[src/rtl/sa_result_drain_if.sv]
// Result stream bundle for sa_result_drain: valid/ready handshake carrying one
// accumulator element with its row/column tags and an end-of-matrix flag.
interface sa_result_drain_if #(
    parameter int OUT_WL = 8,
    parameter int RC_W   = 2
);
    logic              m_valid;
    logic              m_ready;
    logic [OUT_WL-1:0] m_data;
    logic [RC_W-1:0]   m_row;
    logic [RC_W-1:0]   m_col;
    logic              m_last;

    modport master (
        output m_valid,
        output m_data,
        output m_row,
        output m_col,
        output m_last,
        input  m_ready
    );

    modport slave (
        input  m_valid,
        input  m_data,
        input  m_row,
        input  m_col,
        input  m_last,
        output m_ready
    );
endinterface

[src/rtl/sa_result_drain.sv]
// sa_result_drain: snapshots the systolic array's accumulator matrix when the
// array cycle counter reaches DONE_CYCLE, then streams it out row-major, one
// element per handshake, so the array can restart while the old result drains.
// Optional build macro SA_DRAIN_SAT_EN: saturate elements that do not fit in
// OUT_WL bits (and flag them on ovf) instead of truncating them.
module sa_result_drain #(
    parameter int SIZE       = 3,
    parameter int WL         = 8,
    parameter int NCOL_A     = 6,
    parameter int OUT_WL     = 8,
    parameter int DONE_CYCLE = NCOL_A + 2*SIZE - 2
) (
    input  logic                        clk,
    input  logic                        rst,
    input  logic [SIZE*SIZE*2*WL-1:0]   out_flat,
    input  logic signed [31:0]          cycle_in,
    sa_result_drain_if.master           strm,
    output logic                        busy,
    output logic                        drop,
    output logic                        ovf
);
    localparam int          AW  = 2*WL;
    localparam int unsigned NEL = SIZE*SIZE;
    localparam int          IW  = (SIZE > 1) ? $clog2(SIZE) : 1;
    localparam int          XW  = (NEL > 1) ? $clog2(NEL) : 1;

    typedef enum logic {IDLE, STREAM} state_t;

    state_t          state;
    logic            done_q;
    logic            done_lvl;
    logic            done_rise;
    logic [XW-1:0]   idx;
    logic [XW-1:0]   idx_nx;
    logic [AW-1:0]   elem [NEL];
    logic [AW-1:0]   buff [NEL];

    // Width conversion of one accumulator; returns {ovf, data}.
    function automatic logic [OUT_WL:0] conv(input logic [AW-1:0] v);
`ifdef SA_DRAIN_SAT_EN
        if ((v >> OUT_WL) != '0)
            return {1'b1, {OUT_WL{1'b1}}};
        else
            return {1'b0, v[OUT_WL-1:0]};
`else
        return {1'b0, v[OUT_WL-1:0]};
`endif
    endfunction

    assign done_lvl  = (cycle_in == DONE_CYCLE);
    assign done_rise = done_lvl & ~done_q;
    assign idx_nx    = idx + 1'b1;

    // Unpack the flat accumulator bus into per-element words.
    always_comb begin
        for (int unsigned k = 0; k < NEL; k++) begin
            elem[k] = out_flat[k*AW +: AW];
        end
    end

    // Capture/stream controller; every stream output is registered so it holds
    // steady while the consumer stalls.
    always_ff @(posedge clk) begin
        if (!rst) begin
            state        <= IDLE;
            done_q       <= 1'b0;
            idx          <= '0;
            strm.m_valid <= 1'b0;
            strm.m_data  <= '0;
            strm.m_row   <= '0;
            strm.m_col   <= '0;
            strm.m_last  <= 1'b0;
            busy         <= 1'b0;
            drop         <= 1'b0;
            ovf          <= 1'b0;
        end else begin
            done_q <= done_lvl;
            drop   <= 1'b0;
            case (state)
                IDLE: begin
                    if (done_rise) begin
                        for (int unsigned k = 0; k < NEL; k++) begin
                            buff[k] <= elem[k];
                        end
                        // First beat comes straight from the bus: the buffer
                        // is being written on this same edge.
                        {ovf, strm.m_data} <= conv(elem[0]);
                        idx          <= '0;
                        strm.m_row   <= '0;
                        strm.m_col   <= '0;
                        strm.m_last  <= 1'(NEL == 1);
                        strm.m_valid <= 1'b1;
                        busy         <= 1'b1;
                        state        <= STREAM;
                    end
                end
                STREAM: begin
                    if (done_rise) begin
                        drop <= 1'b1;
                    end
                    if (strm.m_valid && strm.m_ready) begin
                        if (strm.m_last) begin
                            strm.m_valid <= 1'b0;
                            strm.m_last  <= 1'b0;
                            busy         <= 1'b0;
                            ovf          <= 1'b0;
                            state        <= IDLE;
                        end else begin
                            idx                <= idx_nx;
                            {ovf, strm.m_data} <= conv(buff[idx_nx]);
                            strm.m_last        <= (idx_nx == XW'(NEL - 1));
                            if (strm.m_col == IW'(SIZE - 1)) begin
                                strm.m_col <= '0;
                                strm.m_row <= strm.m_row + 1'b1;
                            end else begin
                                strm.m_col <= strm.m_col + 1'b1;
                            end
                        end
                    end
                end
                default: state <= IDLE;
            endcase
        end
    end
endmodule

[src/flat_wrapper.sv]
// flat-port wrapper written by rule: the top's interface ports become plain ports
module sa_result_drain_flat 
#(
    parameter int SIZE       = 3,
    parameter int WL         = 8,
    parameter int NCOL_A     = 6,
    parameter int OUT_WL     = 8,
    parameter int DONE_CYCLE = NCOL_A + 2*SIZE - 2
)
  (clk, rst, out_flat, cycle_in, busy, drop, ovf, strm_m_valid, strm_m_data, strm_m_row, strm_m_col, strm_m_last, strm_m_ready);
  sa_result_drain_if #(.OUT_WL(OUT_WL)) strm_i ();
  input  logic clk;
  input  logic rst;
  input  logic [SIZE*SIZE*2*WL-1:0] out_flat;
  input  logic signed [31:0] cycle_in;
  output logic busy;
  output logic drop;
  output logic ovf;
  output wire logic [$bits(strm_i.m_valid)-1:0] strm_m_valid;
  output wire logic [$bits(strm_i.m_data)-1:0] strm_m_data;
  output wire logic [$bits(strm_i.m_row)-1:0] strm_m_row;
  output wire logic [$bits(strm_i.m_col)-1:0] strm_m_col;
  output wire logic [$bits(strm_i.m_last)-1:0] strm_m_last;
  input wire logic [$bits(strm_i.m_ready)-1:0] strm_m_ready;
  assign strm_m_valid = strm_i.m_valid;
  assign strm_m_data = strm_i.m_data;
  assign strm_m_row = strm_i.m_row;
  assign strm_m_col = strm_i.m_col;
  assign strm_m_last = strm_i.m_last;
  assign strm_i.m_ready = strm_m_ready;
  sa_result_drain #(.SIZE(SIZE), .WL(WL), .NCOL_A(NCOL_A), .OUT_WL(OUT_WL), .DONE_CYCLE(DONE_CYCLE)) u_core (.clk(clk), .rst(rst), .out_flat(out_flat), .cycle_in(cycle_in), .strm(strm_i), .busy(busy), .drop(drop), .ovf(ovf));
endmodule
[config.mk]
export PLATFORM = sky130hd
export DESIGN_NAME = sa_result_drain_flat
export DESIGN_NICKNAME = d
export VERILOG_FILES = /design/src/rtl/sa_result_drain_if.sv /design/src/rtl/sa_result_drain.sv /design/src/flat_wrapper.sv
export SDC_FILE = /design/constraint.sdc
export NUM_CORES = 1
export LEC_CHECK = 0
export CAP_MARGIN = 10
export CORE_MARGIN = 1
export CORE_UTILIZATION = 24
export DETAILED_ROUTE_END_ITERATION = 6
export DONT_BUFFER_PORTS = 1
export GPL_TIMING_DRIVEN = 0
export SLEW_MARGIN = 20
export SYNTH_ARGS = -nofsm -noshare
export SYNTH_HDL_FRONTEND = slang
export SYNTH_SLANG_ARGS = --single-unit
[constraint.sdc]
create_clock -name clk -period 5.9 [get_ports clk]
set_clock_uncertainty 0.1 [all_clocks]
set_input_delay 1.475 -clock clk [delete_from_list [all_inputs] [get_ports clk]]
set_output_delay 1.475 -clock clk [all_outputs]
set_load 0.01 [all_outputs]
==> flow_summary.ini <==
[outcome]
outcome = complete, no violations

[critical_path]
crit_chain = nor4b_1 -> nand4_1 -> nor4_2 -> and2_4 -> buf_16
cp_top_family = simple AND/OR/NAND/NOR gates
arrival_ns = 3.42
critPathSlowestCell = nor4_2
crit_path_end_kind = flip-flop
critPathBufInv = 1
cp-start-kind = primary input
critPathMaxStageDelay_ns = 0.55
cp_max_fo = 50
critPathKind = in -> reg
worstPathRequired_ns = 5.81

[global_routing]
grt-ovfl-total = 0
grtUsageTotal = 0.111
grt_pass1_wl_mm = 12.8
grt_pass1_vias = 2242
antenna_found_initial = 0
grt_max_degree = 51

[synth]
synth_ff_type = edfxtp_1
ys_seq_elements = 93
synth_seq_area_share = 0.678
synth.area.top_cells = edfxtp_1, dfxtp_1, mux4_2
ys_async_sr_fraction = 0
syn_area_mm2 = 0.00381
synthCells = 239
ys_types = 45
yosysMostFrequentCell = edfxtp_1
yosys-top-cells-count = edfxtp_1, dfxtp_1, nand2_1, mux4_2, mux2i_1
ys_warn_count = 0
syn_avg_cell_area_um2 = 15.9
synth_edf_count = 72
synth_top_area_frac = 0.567
yosysTopAreaCell = edfxtp_1
synthesis.nets = 420

[floorplan]
die_h_um = 128
chipWidth_um = 128
start_util = 0.248
io_pins = 196
core-area_mm2 = 0.0154
row_count = 45
die_area_mm2 = 0.0164

[sta]
relSlewSlack = 0.540
hold_viol = 0
setup_ws_ns = 2.39
fmax_mhz = 285
drv_slew = 0
tns_ns = 0
fin_crit_sh = 0.595
tightest_slew_ns = 0.691
rsz0062_at_grt = false
setup_viol = 0
min_period_ns = 3.51
hold-worst-slack_ns = 0.438

[clock_network]
cts_resized = 0
cts_max_level = 3
clkSinkCount = 93
worst_skew_pair.late_latency_ns = 0.33
cts_buffer_depth = 2
cts_root_buffer = clkbuf_16
cts_setup_buffers = 0
cts.hold.buffers_added = 0
path_clk_slew_ns = 0.07
cts-buffers-inserted = 9
tritoncts = built

[detailed_routing]
antenna_left = 0
vias_per_cell = 4.49
drt_iter0_drc = 72
routedWlPerCell_um = 18.6
drc = 0
wl_mm = 8.69
dr.pass1.iters = 4
vias = 2098

[power]
peakVddDrop_uv = 135
power_density_mw_per_mm2 = 292
p_leak_nw = 1.37

[finish]
final_nets = 432
finalNonFillerCells = 467
fin_util = 0.287
syn_to_final_growth_pct = 15.6
antennaDiodeCount = 0
drive_gt1_frac = 0.223

[run]
drv_cap = 0

[placement]
place_inst = 451
post-place-ws_ns = 2.03
numPortBuffers = 0
routabilityCongestion = 0.714
hpwl_mm = 6.21

[min_path]
min_path_type = reg -> reg
path summary, 6_finish.rpt:
kind            startpoint                     to  slack, ns  cells past startpoint
max            cycle_in[0]      u_core.buff[8][0]       2.39                      5
min          u_core.done_q            u_core.drop       0.44                      1
max reg2reg  u_core.idx[1]  u_core.strm.m_data[3]       3.24                      8
min reg2reg  u_core.done_q            u_core.drop       0.44                      1
metal layers:
metal | track usage | routed length (um) | up-vias
met1 | 0.119 | 3390 | 1019
li1 | - | - | 966
met2 | 0.192 | 4430 | 99
met4 | 0.0443 | 170 | 0
met5 | 0 | 0 | -
met3 | 0.0467 | 697 | 14
area by class of cell:
cell class                      count  area [um2]
Tap cell                          211         264
Multi-Input combinational cell    126        1120
Fill cell                        1529       11000
Timing Repair Buffer                1        27.5
Buffer                             13        86.3
Sequential cell                    93        2580
Clock buffer                       10         229
Inverter                            7        26.3
Clock inverter                      6        71.3
flip-flops by register name, indices dropped and copies added, names as in the netlist:
name                cells
u_core.strm.m_last      1
u_core.state            1
u_core.buff            72
u_core.strm.m_data      8
u_core.drop             1
u_core.done_q           1
u_core.idx              4
u_core.busy             1
u_core.strm.m_row       2
u_core.strm.m_col       2
power by group:
part	switching [mW]	internal (mW)	total, mW	leakage, nW
combinational	0.00369	0.00281	0.00651	0.414
clock	0.246	0.332	0.577	0.139
sequential	0.000000000125	0.704	0.704	0.816
cell families (layout without fill, tap and decap cells):
family	after synthesis	count (layout)	synth area share
mux	27	27	0.118
simple gates	55	55	0.0831
compound gates	39	39	0.0778
fa+ha+maj	2	2	0.00657
other cells	1	1	0.000984
xor+xnor	2	2	0.00657
flops	93	93	0.678
buf+inv	20	37	0.0296
stage by stage:
stage	power, mW	instance area, um2
final	1.29	4400
after global routing	1.33	4400
after CTS	1.30	4400
after detailed placement	0.725	4100
after global placement	0.725	4070
after floorplan	0.724	3810
cell usage in the layout, fill, tap and decap left out, drive strengths merged, types with 6 or more instances in the layout:
cell type / instances
edfxtp: 72
dfxtp: 21
nand2: 17
mux4: 14
buf: 13
mux2i: 11
clkbuf: 11
o21ai: 9
nor2: 8
o211ai: 8
nor4: 8
a31oi: 7
inv: 6
Note: power is estimated with default switching activity, not from simulation.
